==> src/rtl/cache_mem_arbiter.sv <==
`default_nettype none
// ============================================================================
// Module      : cache_mem_arbiter
// Description : Shares one backing-memory port between two cache controllers.
//               Requester 0 is the instruction cache and requester 1 is the
//               data cache. A granted access holds the memory strobe for
//               MEM_LATENCY cycles. Read data is captured on the last access
//               cycle, and a one-cycle done pulse then goes to the granted
//               requester. Every output is registered.
// Revision    : 1.0 - initial release
//
// Parameters  : ADDR_SIZE   - address width
//               DATA_SIZE   - data width
//               MEM_LATENCY - memory cycles per access (1..255)
// Build macro : ARB_FIXED_PRIORITY_EN - when defined, requester 0 always wins
//               simultaneous requests. The default build uses round robin.
//
// Ports       : clk, reset (async, active-high)
//               req{0,1}Read/Write   - request levels, held until done{0,1}
//               req{0,1}Address/WData- request address / write data
//               req{0,1}RData        - last read data returned to requester
//               done{0,1}            - one-cycle completion pulse
//               memRead/memWrite     - memory strobes
//               memAddress/memWData  - memory address / write data
//               memRData             - memory read data (valid in last cycle)
// ============================================================================
module cache_mem_arbiter #(
  parameter int ADDR_SIZE   = 16,
  parameter int DATA_SIZE   = 16,
  parameter int MEM_LATENCY = 4
) (
  input  logic                 clk,
  input  logic                 reset,
  input  logic                 req0Read,
  input  logic                 req0Write,
  input  logic [ADDR_SIZE-1:0] req0Address,
  input  logic [DATA_SIZE-1:0] req0WData,
  output logic [DATA_SIZE-1:0] req0RData,
  output logic                 done0,
  input  logic                 req1Read,
  input  logic                 req1Write,
  input  logic [ADDR_SIZE-1:0] req1Address,
  input  logic [DATA_SIZE-1:0] req1WData,
  output logic [DATA_SIZE-1:0] req1RData,
  output logic                 done1,
  output logic                 memRead,
  output logic                 memWrite,
  output logic [ADDR_SIZE-1:0] memAddress,
  output logic [DATA_SIZE-1:0] memWData,
  input  logic [DATA_SIZE-1:0] memRData
);

  typedef enum logic [1:0] {
    ST_IDLE   = 2'd0,
    ST_ACCESS = 2'd1,
    ST_DONE   = 2'd2
  } state_t;

  // The counter is loaded with the number of edges still to wait after the
  // granting edge, so the access is finished when it reads zero.
  localparam logic [7:0] LAT_LAST = 8'(MEM_LATENCY - 1);

  state_t               state, state_nxt;
  logic [7:0]           count, count_nxt;
  logic                 grant_id, grant_id_nxt;
  logic                 mem_read_nxt, mem_write_nxt;
  logic [ADDR_SIZE-1:0] mem_addr_nxt;
  logic [DATA_SIZE-1:0] mem_wdata_nxt;
  logic [DATA_SIZE-1:0] rdata0_nxt, rdata1_nxt;
  logic                 done0_nxt, done1_nxt;

  logic req0, req1;
  logic pick;       // requester chosen if a grant happens this cycle
  logic pick_write; // a write wins when both strobes are high

  assign req0 = req0Read | req0Write;
  assign req1 = req1Read | req1Write;

`ifdef ARB_FIXED_PRIORITY_EN
  assign pick = ~req0;
`else
  logic last_grant, last_grant_nxt;
  // On a tie, favour whichever requester was not served last.
  assign pick = (req0 & req1) ? ~last_grant : req1;
`endif

  assign pick_write = pick ? req1Write : req0Write;

  always_comb begin
    state_nxt     = state;
    count_nxt     = count;
    grant_id_nxt  = grant_id;
    mem_read_nxt  = memRead;
    mem_write_nxt = memWrite;
    mem_addr_nxt  = memAddress;
    mem_wdata_nxt = memWData;
    rdata0_nxt    = req0RData;
    rdata1_nxt    = req1RData;
    done0_nxt     = 1'b0;
    done1_nxt     = 1'b0;
`ifndef ARB_FIXED_PRIORITY_EN
    last_grant_nxt = last_grant;
`endif

    case (state)
      ST_IDLE: begin
        if (req0 | req1) begin
          grant_id_nxt  = pick;
          mem_read_nxt  = ~pick_write;
          mem_write_nxt = pick_write;
          mem_addr_nxt  = pick ? req1Address : req0Address;
          mem_wdata_nxt = pick ? req1WData : req0WData;
          count_nxt     = LAT_LAST;
`ifndef ARB_FIXED_PRIORITY_EN
          last_grant_nxt = pick;
`endif
          state_nxt     = ST_ACCESS;
        end
      end

      ST_ACCESS: begin
        if (count == 8'd0) begin
          // memWrite still identifies the operation of this access.
          if (!memWrite) begin
            if (grant_id) rdata1_nxt = memRData;
            else          rdata0_nxt = memRData;
          end
          mem_read_nxt  = 1'b0;
          mem_write_nxt = 1'b0;
          done0_nxt     = ~grant_id;
          done1_nxt     = grant_id;
          state_nxt     = ST_DONE;
        end else begin
          count_nxt = count - 8'd1;
        end
      end

      ST_DONE: begin
        state_nxt = ST_IDLE;
      end

      default: begin
        state_nxt = ST_IDLE;
      end
    endcase
  end

  always_ff @(posedge clk or posedge reset) begin
    if (reset) begin
      state      <= ST_IDLE;
      count      <= 8'd0;
      grant_id   <= 1'b0;
`ifndef ARB_FIXED_PRIORITY_EN
      last_grant <= 1'b1;
`endif
      memRead    <= 1'b0;
      memWrite   <= 1'b0;
      memAddress <= '0;
      memWData   <= '0;
      req0RData  <= '0;
      req1RData  <= '0;
      done0      <= 1'b0;
      done1      <= 1'b0;
    end else begin
      state      <= state_nxt;
      count      <= count_nxt;
      grant_id   <= grant_id_nxt;
`ifndef ARB_FIXED_PRIORITY_EN
      last_grant <= last_grant_nxt;
`endif
      memRead    <= mem_read_nxt;
      memWrite   <= mem_write_nxt;
      memAddress <= mem_addr_nxt;
      memWData   <= mem_wdata_nxt;
      req0RData  <= rdata0_nxt;
      req1RData  <= rdata1_nxt;
      done0      <= done0_nxt;
      done1      <= done1_nxt;
    end
  end

endmodule
`default_nettype wire

==> config.mk <==
export PLATFORM = sky130hd
export DESIGN_NAME = cache_mem_arbiter
export DESIGN_NICKNAME = d
export VERILOG_FILES = /design/src/rtl/cache_mem_arbiter.sv
export SDC_FILE = /design/constraint.sdc
export NUM_CORES = 1
export LEC_CHECK = 0
export CAP_MARGIN = 30
export CELL_PAD_IN_SITES_DETAIL_PLACEMENT = 0
export CELL_PAD_IN_SITES_GLOBAL_PLACEMENT = 2
export CORE_ASPECT_RATIO = 2
export CORE_MARGIN = 1.5
export CORE_UTILIZATION = 26
export CTS_CLUSTER_SIZE = 20
export DETAILED_ROUTE_END_ITERATION = 6
export PLACE_DENSITY_LB_ADDON = 0.1
export SETUP_SLACK_MARGIN = 0.05
export SYNTH_ARGS = -nofsm -noshare
export SYNTH_HDL_FRONTEND = slang
export SYNTH_SLANG_ARGS = --single-unit
export TNS_END_PERCENT = 1
==> constraint.sdc <==
create_clock -name clk -period 4.3 [get_ports clk]
set_clock_uncertainty 0.1 [all_clocks]
set_input_delay 0.43 -clock clk [delete_from_list [all_inputs] [get_ports clk]]
set_output_delay 0.43 -clock clk [all_outputs]
set_load 0.05 [all_outputs]
==> results of run 1 <==
## how the worst min path moves through the flow
stage                     startpoint      endpoint  slack, ps
after floorplan             count[0]      count[0]        360
after global placement      count[0]      count[0]        380
after detailed placement    count[0]      count[0]        390
after CTS                      reset  req1RData[8]        350
after global routing           reset  req1RData[8]        380
final                          reset  req1RData[8]        330
## worst reg2reg max path, cell delays in order, from the launching register on
cell and delay (ps):
sky130_fd_sc_hd__dfrtp_1 450, sky130_fd_sc_hd__nor4_4 580, sky130_fd_sc_hd__nand3_4 220, sky130_fd_sc_hd__nor3b_4 780, sky130_fd_sc_hd__mux2_2 420
## layout make-up
| class | count | area, um^2 | share of cell area, % |
|---|---|---|---|
| sequential | 80 | 2000 | 36.3 |
| timing repair buffer | 159 | 1590 | 28.8 |
| multi-input combinational | 218 | 1340 | 24.3 |
| clock buffer | 9 | 225 | 4.08 |
| tap | 152 | 190 | 3.45 |
| clock inverter | 7 | 143 | 2.59 |
| inverter | 5 | 20.0 | 0.363 |
| antenna | 3 | 7.51 | 0.136 |
## routing by layer
metal | routed length, um | vias to the layer above | track usage [%]
met1 | 3780 | 1383 | 17.0
met4 | 229 | 0 | 8.05
met2 | 5640 | 113 | 28.4
met3 | 561 | 10 | 3.63
li1 | - | 1402 | -
met5 | 0 | - | 0
## placed cells by master, fill, tap and decap left out, types with 2 or more instances in the layout
cell type	instances
sky130_fd_sc_hd__clkinv_2	2
sky130_fd_sc_hd__nor2_1	41
sky130_fd_sc_hd__nor3b_1	2
sky130_fd_sc_hd__diode_2	3
sky130_fd_sc_hd__dfrtp_1	79
sky130_fd_sc_hd__nand2b_1	3
sky130_fd_sc_hd__clkbuf_16	9
sky130_fd_sc_hd__inv_1	4
sky130_fd_sc_hd__nand2_1	38
sky130_fd_sc_hd__o21ai_0	4
sky130_fd_sc_hd__nor3_1	2
sky130_fd_sc_hd__buf_4	5
sky130_fd_sc_hd__a21oi_1	70
sky130_fd_sc_hd__a211oi_1	2
sky130_fd_sc_hd__clkdlybuf4s50_1	153
sky130_fd_sc_hd__bufinv_16	4
sky130_fd_sc_hd__mux2_2	32
sky130_fd_sc_hd__xnor2_1	4
## cells by family after synthesis
kind of cell,Yosys count
xor gates and xnor gates,4
DFF,80
and+or+nand+nor,98
AOI/OAI and AO/OA,83
buffers and inverters,22
adders and majority gates,1
muxes,32
## where the power goes
part	internal, mW	switching, mW
Clock	0.628	0.312
Combinational	0.883	1.60
Sequential	1.08	0.205
Total	2.59	2.12
## registers in the layout, indices dropped and copies added (netlist names)
register    cells
count           8
done0           1
done1           1
grant_id        1
last_grant      1
memAddress     16
memRead         1
memWData       16
memWrite        1
req0RData      16
req1RData      16
state           2
## through the flow
stage	hold WS, ps	cell area, um^2	setup slack [ps]
2_1_floorplan	359	3420	1720
3_3_place_gp	375	5140	1570
3_5_place_dp	388	5140	1600
4_1_cts	346	5510	1600
5_1_grt	381	5510	1450
6_report	335	5520	1650
==> results.rst, run 1 <==
.. list-table::
   :header-rows: 1

   * - Metric
     - Value
   * - Prevailing post-synth register cell
     - sky130_fd_sc_hd__dfrtp_1
   * - Clock tree from TritonCTS
     - yes
   * - Highest ir drop seen on vdd
     - 0.374 mV
   * - Total via count in the routed design
     - just under 3000
   * - Run status
     - completed
   * - HPWL Detailed
     - 7600 um
   * - Final wirelength
     - between 10000 and 15000 um
   * - Die ar.
     - 0.0139 mm^2
   * - Initial core utilization
     - 26.5%
   * - Final-report setup violation count
     - 0
   * - Layout Area Growth over Synthesis
     - 61.2%
   * - Compound-cell area share of the yosys netlist
     - 12.8%
   * - IO Count
     - 154
   * - Port bufs
     - 153
   * - Worst Setup SP
     - count[2]
   * - Via density per instance
     - 4.59
   * - Synth Instances
     - between 300 and 400
   * - Critical register-to-register path startpoint
     - count[2]
   * - Cell-by-cell trace of the critical path
     - nor4_4 -> nand3_4 -> nor3b_4 -> mux2_2
   * - Cell family contributing the most delay on the critical path
     - simple AND/OR/NAND/NOR gates
   * - Non-filler cells, final
     - approximately 630
   * - Min Tclk post-route
     - between 2000 and 3000 ps
   * - CTS Buffer Depth
     - 2
   * - Worst R2R End
     - req1RData[5]
   * - Core footprint
     - around 0.013 mm^2
   * - Yosys reg bits
     - 80
   * - Detailed-route wire length per cell
     - between 15 and 20 um
   * - Critical Path Sink
     - req1RData[5]
   * - Data required time of the worst path
     - around 4400 ps
   * - Detailed Routing Iterations Pass 1
     - 5
   * - FF-to-FF setup slack
     - about 1700 ps
   * - Antenna-violating nets left
     - 0
   * - Post-synth design cell area
     - roughly 0.0034 mm^2
   * - MaxCap Viol Count
     - 0
   * - Post-Synthesis Mean Instance Area
     - 10.7 um^2
   * - Worst min path class
     - input pin to asynchronous set/reset pin
   * - Buf/Inv on CP
     - 0
   * - Quantity of hold-fixing buffers added after cts
     - 0
   * - Number of buffers inserted during clock tree synthesis
     - 9
   * - Number of gates resized after CTS
     - 0
   * - H-tree depth
     - 3
   * - Biggest cell delay along the critical path
     - approximately 770 ps
   * - Setup TNS
     - 0 ps
   * - Number of nets produced by synthesis
     - between 400 and 500
   * - Total number of yosys warnings
     - 0
   * - Largest fanout on the critical path
     - 16
   * - Number of enable flip-flop cells after synthesis
     - 0
   * - Residual DRC
     - 0
   * - Library cells used by synthesis
     - 35
   * - Critical Path Start Type
     - register
   * - Synthesized-area fraction occupied by xor and xnor cells
     - roughly 1.0%
   * - Leakage power summed over all cells
     - between 2 and 2.5 nW
   * - Maximum achievable frequency
     - 0.377 GHz
   * - Element type at the critical path end
     - register
   * - Count of cells along the worst register-to-register path
     - 4
   * - RD Place Congestion
     - just under 0.8
   * - Ratio of final minimum period to clock period
     - 61.6%
   * - Unrepaired setup endpoints after global routing
     - false
   * - Total Routing Usage GR
     - ~16%
   * - Chip Height
     - ~170 um
   * - Pwr/cell area
     - roughly 850 mW/mm^2
   * - Fraction of synthesis flops using an asynchronous set or reset pin
     - 100%
   * - Initial antenna violation count
     - 1
   * - Dominant cells by area after synthesis
     - sky130_fd_sc_hd__dfrtp_1, sky130_fd_sc_hd__mux2_2, sky130_fd_sc_hd__a21oi_1
   * - Cell type with the highest aggregate area in the netlist
     - sky130_fd_sc_hd__dfrtp_1
   * - Final Power
     - ~4.7 mW
   * - First-pass GRT wire length
     - 16800 um
   * - Synth top area share
     - 57.8%
   * - Setup Buffers After CTS
     - 0
   * - Synth top cells by count
     - sky130_fd_sc_hd__dfrtp_1, sky130_fd_sc_hd__a21oi_1, sky130_fd_sc_hd__nor2_1
   * - Number of instances in the placed design
     - 614
   * - Hold Fails Final Rpt
     - 0
   * - Post-synthesis simple-gate area fraction
     - 13.9%
   * - Share of the core filled with cells
     - 42.7%
   * - Worst slew slack as a fraction of its limit
     - approximately 37%
   * - Starting DRT DRC Count
     - 126
   * - Placement row count
     - 59
   * - Adder-Cell Fraction of Synth Area
     - less than 1%
   * - TritonCTS Sinks
     - 80
   * - Latest clock arrival within the worst-skew pair
     - ~330 ps
   * - Dominant cell by count in the synthesized netlist
     - sky130_fd_sc_hd__dfrtp_1
   * - Vias in the first global route
     - ~3200
   * - Maximum number of pins on one net before global-route repair
     - 32
   * - Clock-pin slew on the worst setup and hold paths
     - roughly 60 ps
   * - Sequential element share of the synthesized area
     - about 59%
   * - Max Transition Viols Final
     - 0
   * - Remaining Overflow, GRT
     - 0
   * - Worst endpoint data arrival time
     - 2770 ps
   * - Mux cell area share after synthesis
     - 10.5%
   * - Total stage count of the critical path
     - 4
   * - Number of nets in the layout
     - 560
   * - CP max-delay cell
     - sky130_fd_sc_hd__nor3b_4
   * - Root cell of the clock tree
     - sky130_fd_sc_hd__clkbuf_16
   * - Main combinational cell family by area after synthesis
     - simple AND/OR/NAND/NOR gates
   * - Die width
     - approximately 84 um
   * - Least-Margin Pin Slew
     - about 940 ps
   * - Fillers
     - between 1000 and 1500
   * - Share of layout cells above drive strength 1
     - ~13%
   * - Critical setup path kind
     - register to register
(Power assumes the default switching activity.)
==> run 2, diff against run 1 <==
--- a/config.mk
+++ b/config.mk
@@ -10,7 +10,7 @@
 export CELL_PAD_IN_SITES_GLOBAL_PLACEMENT = 2
 export CORE_ASPECT_RATIO = 2
 export CORE_MARGIN = 1.5
-export CORE_UTILIZATION = 26
+export CORE_UTILIZATION = 24
 export CTS_CLUSTER_SIZE = 20
 export DETAILED_ROUTE_END_ITERATION = 6
 export PLACE_DENSITY_LB_ADDON = 0.1
==> constraint.sdc (replaced) <==
create_clock -name clk -period 2.6 [get_ports clk]
set_clock_uncertainty 0.1 [all_clocks]
set_input_delay 0.26 -clock clk [delete_from_list [all_inputs] [get_ports clk]]
set_output_delay 0.26 -clock clk [all_outputs]
set_load 0.05 [all_outputs]
==> run 2 against run 1 <==
Compared with the run above: via count is 1.4% higher; largest power group unchanged; combinational power grew 68%; power rose by 67%; critical path type unchanged; wire length rose by 1.4%.
==> results.rst, run 2 (same netlist as run 1, synthesis figures left out) <==
.. list-table::
   :header-rows: 1

   * - Metric
     - Value
   * - Run status
     - completed (unchanged)
   * - Detailed Routing Iterations Pass 1
     - 4 (was 5)
   * - Buf/Inv on CP
     - 2 (was 0)
   * - Leading cell type in the layout, fill and taps excluded
     - sky130_fd_sc_hd__clkdlybuf4s50_1 (unchanged)
   * - TritonCTS Sinks
     - 80 (unchanged)
   * - Core footprint
     - 0.0139 mm^2 (was 0.0129 mm^2)
   * - Critical setup path kind
     - register to register (unchanged)
   * - Clock tree from TritonCTS
     - yes (unchanged)
   * - Die width
     - 87.4 um (was 84.1 um)
   * - Hold Fails Final Rpt
     - 0 (unchanged)
   * - Critical Path Start Type
     - register (unchanged)
   * - Ratio of final minimum period to clock period
     - 81.8% (was 61.6%)
   * - Cell family contributing the most delay on the critical path
     - simple AND/OR/NAND/NOR gates (unchanged)
   * - H-tree depth
     - 3 (unchanged)
   * - Data required time of the worst path
     - 2720 ps (was 4420 ps)
   * - Chip Height
     - 172 um (was 165 um)
   * - Max Transition Viols Final
     - 0 (unchanged)
   * - Pwr/cell area
     - 1400 mW/mm^2 (was 853 mW/mm^2)
   * - Share of layout cells above drive strength 1
     - 14.3% (was 13.4%)
   * - Port bufs
     - 153 (unchanged)
   * - Number of buffers inserted during clock tree synthesis
     - 9 (unchanged)
   * - MaxCap Viol Count
     - 0 (unchanged)
   * - RD Place Congestion
     - 0.728 (was 0.788)
   * - Vias in the first global route
     - 3054 (was 3190)
   * - Number of nets in the layout
     - 565 (was 560)
   * - Maximum number of pins on one net before global-route repair
     - 34 (was 32)
   * - Total Routing Usage GR
     - 14.0% (was 15.7%)
   * - Die ar.
     - 0.0150 mm^2 (was 0.0139 mm^2)
   * - Setup Buffers After CTS
     - 0 (unchanged)
   * - Detailed-route wire length per cell
     - 15.4 um (was 16.1 um)
   * - Final-report setup violation count
     - 0 (unchanged)
   * - Highest ir drop seen on vdd
     - 0.550 mV (was 0.374 mV)
   * - First-pass GRT wire length
     - 16000 um (was 16800 um)
   * - HPWL Detailed
     - 7490 um (was 7600 um)
   * - Leakage power summed over all cells
     - 2.35 nW (was 2.32 nW)
   * - Quantity of hold-fixing buffers added after cts
     - 0 (unchanged)
   * - Maximum achievable frequency
     - 0.470 GHz (was 0.377 GHz)
   * - Worst endpoint data arrival time
     - 2250 ps (was 2770 ps)
   * - Clock-pin slew on the worst setup and hold paths
     - 60 ps (about the same)
   * - IO Count
     - 154 (unchanged)
   * - Residual DRC
     - 0 (unchanged)
   * - Starting DRT DRC Count
     - 80 (was 126)
   * - Total via count in the routed design
     - 2949 (was 2908)
   * - Final wirelength
     - 10300 um (was 10200 um)
   * - Least-Margin Pin Slew
     - 677 ps (was 940 ps)
   * - Biggest cell delay along the critical path
     - 400 ps (was 770 ps)
   * - CTS Buffer Depth
     - 2 (unchanged)
   * - Number of gates resized after CTS
     - 0 (unchanged)
   * - Initial core utilization
     - 24.6% (was 26.5%)
   * - Latest clock arrival within the worst-skew pair
     - 330 ps (about the same)
   * - Largest fanout on the critical path
     - 16 (unchanged)
   * - Via density per instance
     - 4.38 (was 4.59)
   * - Final Power
     - 7.85 mW (was 4.71 mW)
   * - Root cell of the clock tree
     - sky130_fd_sc_hd__clkbuf_16 (unchanged)
   * - Placed instance area
     - 0.00525 mm^2 (was 0.00514 mm^2)
   * - CP max-delay cell
     - sky130_fd_sc_hd__dfrtp_1 (was sky130_fd_sc_hd__nor3b_4)
   * - Min Tclk post-route
     - 2130 ps (was 2650 ps)
   * - Cell-by-cell trace of the critical path
     - inv_1 -> ha_1 -> and3b_1 -> nand3_4 -> nor3b_4 -> buf_4 -> mux2_2 (was nor4_4 -> nand3_4 -> nor3b_4 -> mux2_2)
   * - Element type at the critical path end
     - register (unchanged)
   * - Remaining Overflow, GRT
     - 0 (unchanged)
   * - Initial antenna violation count
     - 0 (was 1)
   * - Layout Area Growth over Synthesis
     - 64.3% (was 61.2%)
   * - Commonest cells after routing, fill and taps aside
     - sky130_fd_sc_hd__clkdlybuf4s50_1, sky130_fd_sc_hd__dfrtp_1, sky130_fd_sc_hd__a21oi_1 (unchanged)
   * - Unrepaired setup endpoints after global routing
     - false (unchanged)
   * - Worst slew slack as a fraction of its limit
     - 54.9% (was 37.2%)
   * - Antenna-violating nets left
     - 0 (unchanged)
   * - Placement row count
     - 61 (was 59)
   * - Setup TNS
     - 0 ps (unchanged)
   * - Worst min path class
     - input pin to asynchronous set/reset pin (unchanged)
   * - Fin area
     - 0.00562 mm^2 (was 0.00552 mm^2)
==> run 2: cell types whose count changed in the layout (fill, tap and decap cells not counted) <==
cell and delta:
sky130_fd_sc_hd__diode_2 -2, sky130_fd_sc_hd__buf_4 +3, sky130_fd_sc_hd__buf_12 +2
==> run 2: per-layer routing <==
layer	global-route usage, %	up-vias	share of wire [%]
met5	0	-	0
met4	5.04	0	1.1
met3	4.30	6	6.5
met2	25.2	117	54
met1	15.1	1413	38
li1	-	1413	-
==> run 2: area by class of cell <==
| cell class | instances | area, um^2 |
|---|---|---|
| clock inverters | 7 | 143 |
| well taps | 189 | 236 |
| repair buffers | 164 | 1650 |
| flip-flops and latches | 80 | 2000 |
| inverters | 5 | 20.0 |
| diodes | 1 | 2.50 |
| fillers | 1421 | 8270 |
| multi-input cells | 218 | 1340 |
| clock buffers | 9 | 225 |
==> run 2: worst paths after layout <==
path                                     from       endpoint  slack [ps]  depth (start not counted)
min in group clk                req0WData[14]   memWData[14]         360                          3
worst min-delay path                    reset  req0RData[15]         220                          2
worst max-delay path                 count[0]  req1RData[13]         470                          7
max in group asynchronous               reset   req0RData[4]        1580                          3
worst max register to register       count[0]  req1RData[13]         470                          7
worst min register to register       count[0]       count[0]         400                          1
==> run 2: worst reg2reg max path: stages, from the launching register on <==
cell and delay, ps:
sky130_fd_sc_hd__dfrtp_1 400, sky130_fd_sc_hd__inv_1 70, sky130_fd_sc_hd__ha_1 200, sky130_fd_sc_hd__and3b_1 250, sky130_fd_sc_hd__nand3_4 130, sky130_fd_sc_hd__nor3b_4 210
sky130_fd_sc_hd__buf_4 280, sky130_fd_sc_hd__mux2_2 370
==> run 2: per-stage QoR <==
stage	hold WS [ps]	setup WS, ps	instances	util, %
2_1_floorplan	290	190	320	-
3_3_place_gp	374	511	656	37.8
4_1_cts	245	457	672	40.5
6_report	223	473	673	40.5
3_5_place_dp	394	468	656	37.8
5_1_grt	269	336	672	40.5
==> run 2: where the power goes <==
| part | total [mW] | switching (mW) | internal [mW] |
|---|---|---|---|
| combinational | 4.17 | 2.67 | 1.50 |
| clock | 1.56 | 0.523 | 1.04 |
| sequential | 2.12 | 0.340 | 1.78 |
| total | 7.85 | 3.53 | 4.32 |
==> run 3, diff against run 2 <==
==> constraint.sdc (replaced) <==
create_clock -name clk -period 2.1 [get_ports clk]
set_clock_uncertainty 0.1 [all_clocks]
set_input_delay 0.21 -clock clk [delete_from_list [all_inputs] [get_ports clk]]
set_output_delay 0.21 -clock clk [all_outputs]
set_load 0.05 [all_outputs]
==> run 3 against run 2 <==
Compared with the run above: sequential share of layout area up 0.20 points; clock power down 7%; flip-flop and latch count unchanged; via count up 1.4%; non-clock buffer count up 6; utilization down 0.23 points; critical endpoint is now memWrite; highest routed layer unchanged.
==> results.rst, run 3 (same netlist as run 1, synthesis figures left out) <==
.. list-table::
   :header-rows: 1

   * - Metric
     - Value
   * - Share of total power in combinational logic
     - 56.4% (was 53.1%)
   * - RD Place Congestion
     - 0.780 (was 0.728)
   * - IO Count
     - 154 (unchanged)
   * - Core footprint
     - 0.0139 mm^2 (unchanged)
   * - TritonCTS Sinks
     - 80 (unchanged)
   * - Min Tclk post-route
     - ~2000 ps
   * - Die width
     - 87.4 um (unchanged)
   * - Least-Margin Pin Slew
     - 567 ps (was 677 ps)
   * - Length of routed met3 wiring
     - 566 um (was 669 um)
   * - Wire length the detailed router placed on met1
     - 3960 um (about the same)
   * - Remaining Overflow, GRT
     - 0 (unchanged)
   * - Worst min path class
     - input pin to asynchronous set/reset pin (unchanged)
   * - CP max-delay cell
     - sky130_fd_sc_hd__clkdlybuf4s50_1 (was sky130_fd_sc_hd__dfrtp_1)
   * - Number of nets in the layout
     - 571 (was 565)
   * - Number of instances in the placed design
     - 662 (was 656)
   * - Maximum achievable frequency
     - about 0.5 GHz
   * - Largest fanout on the critical path
     - 4 (was 16)
   * - Proportion of power drawn by the clock network
     - 15.6% (was 19.9%)
   * - Vias in the first global route
     - 3123 (was 3054)
   * - Met2 routed wirelength
     - 5750 um (was 5610 um)
   * - Ratio of final minimum period to clock period
     - a little over nine tenths
   * - Data required time of the worst path
     - 1790 ps (was 2720 ps)
   * - Leading cell type in the layout, fill and taps excluded
     - sky130_fd_sc_hd__clkdlybuf4s50_1 (unchanged)
   * - Clock-pin slew on the worst setup and hold paths
     - 60 ps (about the same)
   * - Worst endpoint data arrival time
     - 1680 ps (was 2250 ps)
   * - Residual DRC
     - 0 (unchanged)
   * - Worst Setup SP
     - memWrite (was count[0])
   * - Final wirelength
     - 10500 um (was 10300 um)
   * - Cell-by-cell trace of the critical path
     - clkdlybuf4s50_1 (was inv_1 -> ha_1 -> and3b_1 -> nand3_4 -> nor3b_4 -> buf_4 -> mux2_2)
   * - Min setup slack post-route
     - 109 ps (was 473 ps)
   * - Quantity of hold-fixing buffers added after cts
     - 0 (unchanged)
   * - Max Transition Viols Final
     - 0 (unchanged)
   * - Run status
     - completed (unchanged)
   * - Initial antenna violation count
     - 0 (unchanged)
   * - Hold Fails Final Rpt
     - 0 (unchanged)
   * - Highest ir drop seen on vdd
     - 0.590 mV (was 0.550 mV)
   * - H-tree depth
     - 3 (unchanged)
   * - Pwr/cell area
     - 1660 mW/mm^2 (was 1400 mW/mm^2)
   * - Share of the core filled with cells
     - 40.2% (was 40.5%)
   * - Sw Pwr
     - 4.36 mW (was 3.53 mW)
   * - Starting DRT DRC Count
     - 62 (was 80)
   * - Detailed-route wire length per cell
     - 15.5 um (was 15.4 um)
   * - Buf/Inv on CP
     - 1 (was 2)
   * - Antenna-violating nets left
     - 0 (unchanged)
   * - Clock tree from TritonCTS
     - yes (unchanged)
   * - Cell family contributing the most delay on the critical path
     - buffers and inverters (was simple AND/OR/NAND/NOR gates)
   * - Port bufs
     - 153 (unchanged)
   * - Biggest cell delay along the critical path
     - 880 ps (was 400 ps)
   * - Leakage power summed over all cells
     - 2.32 nW (was 2.35 nW)
   * - Final hold slack
     - 134 ps (was 223 ps)
   * - Initial core utilization
     - 24.6% (unchanged)
   * - Via density per instance
     - 4.40 (was 4.38)
   * - First-pass GRT wire length
     - 16200 um (was 16000 um)
   * - Placement row count
     - 61 (unchanged)
   * - MaxCap Viol Count
     - 0 (unchanged)
   * - Share of layout cells above drive strength 1
     - 15.3% (was 14.3%)
   * - Detailed Routing Iterations Pass 1
     - 4 (unchanged)
   * - Root cell of the clock tree
     - sky130_fd_sc_hd__clkbuf_16 (unchanged)
   * - Critical register-to-register path startpoint
     - count[2] (was count[0])
   * - Fillers
     - 1393 (was 1421)
   * - Non-filler cells, final
     - 679 (was 673)
   * - Die ar.
     - 0.0150 mm^2 (unchanged)
   * - Sequential power share
     - 28.0% (was 27.0%)
   * - Maximum number of pins on one net before global-route repair
     - 41 (was 34)
   * - HPWL Detailed
     - 7860 um (was 7490 um)
   * - Area used by multi-input combinational logic
     - 0.00134 mm^2 (about the same)
   * - Layout Area Growth over Synthesis
     - 63.4% (was 64.3%)
   * - Unrepaired setup endpoints after global routing
     - true (was false)
   * - Commonest cells after routing, fill and taps aside
     - sky130_fd_sc_hd__clkdlybuf4s50_1, sky130_fd_sc_hd__dfrtp_1, sky130_fd_sc_hd__a21oi_1 (unchanged)
   * - DP Worst Slack
     - 94.2 ps (was 468 ps)
   * - Chip Height
     - 172 um (unchanged)
   * - Sequential Area
     - 0.00200 mm^2 (unchanged)
   * - Latest clock arrival within the worst-skew pair
     - 340 ps (was 330 ps)
   * - FF-to-FF setup slack
     - 130 ps (was 470 ps)
   * - Final Power
     - 9.30 mW (was 7.85 mW)
   * - Critical setup path kind
     - register to output port (was register to register)
   * - Total Routing Usage GR
     - 14.3% (was 14.0%)
   * - Worst slew slack as a fraction of its limit
     - 62.1% (was 54.9%)
   * - Number of buffers inserted during clock tree synthesis
     - 9 (unchanged)
   * - Element type at the critical path end
     - output port (was register)
   * - Switching power share of the total
     - 46.9% (was 45.0%)
   * - CTS Buffer Depth
     - 2 (unchanged)
   * - Final-report setup violation count
     - 0 (unchanged)
   * - Total via count in the routed design
     - 2990 (was 2949)
   * - Internal Pwr Total
     - 4.94 mW (was 4.32 mW)
   * - Critical Path Start Type
     - register (unchanged)
   * - Max Used Layer
     - met4 (unchanged)
-- run 3: cell types whose count changed in the layout (fill, tap and decap cells not counted) --
cell                         delta
sky130_fd_sc_hd__clkinvlp_4     +4
sky130_fd_sc_hd__and3b_2        +1
sky130_fd_sc_hd__buf_12         +1
sky130_fd_sc_hd__inv_6          -1
sky130_fd_sc_hd__clkbuf_8       +1
sky130_fd_sc_hd__and3b_1        -1
sky130_fd_sc_hd__clkbuf_1       +1
sky130_fd_sc_hd__clkinv_4       -1
sky130_fd_sc_hd__buf_4          +5
sky130_fd_sc_hd__bufinv_16      -4
-- run 3: repair_timing --
item                       CTS  global route
buffers inserted             0             0
gates resized for setup      0             1
setup endpoints to repair    0            16
-- run 3: worst paths after layout --
kind                            endpoint  cells past startpoint
min in group clk           memAddress[4]                      3
setup / recovery                memWrite                      1
setup reg to reg            req1RData[9]                      5
hold / removal              req0RData[4]                      2
max in group asynchronous  memAddress[4]                      3
hold reg to reg                 count[0]                      1
-- run 3: power groups by stage --
stage                     Sequential [mW]  Combinational (mW)  Clock (mW)
final                                2.61                5.24        1.45
after global routing                 2.70                5.61        1.57
after detailed placement             2.64                5.33           0
after global placement               2.62                5.29           0
after CTS                            2.62                5.33        1.51
after floorplan                      4.56                1.42           0
-- run 3: routing by layer --
layer	track usage, %	vias to the layer above
met4	6.00	0
li1	-	1425
met2	26.3	109
met3	3.91	11
met1	14.8	1445
met5	0	-
-- run 3: layout make-up --
| type | instances | share of cell area [%] |
|---|---|---|
| Antenna cell | 1 | 0.0448 |
| Clock buffer | 11 | 4.34 |
| Clock inverter | 5 | 0.582 |
| Inverter | 5 | 0.403 |
| Multi-Input combinational cell | 218 | 24.0 |
| Sequential cell | 80 | 35.8 |
| Tap cell | 189 | 4.23 |
| Timing Repair Buffer | 170 | 30.6 |
-- run 3: stage by stage --
stage | setup TNS, ps | cell area (um^2)
2_1_floorplan | -1380 | 3430
3_3_place_gp | 0 | 5310
3_5_place_dp | 0 | 5310
4_1_cts | 0 | 5590
5_1_grt | 0 | 5590
6_report | 0 | 5590
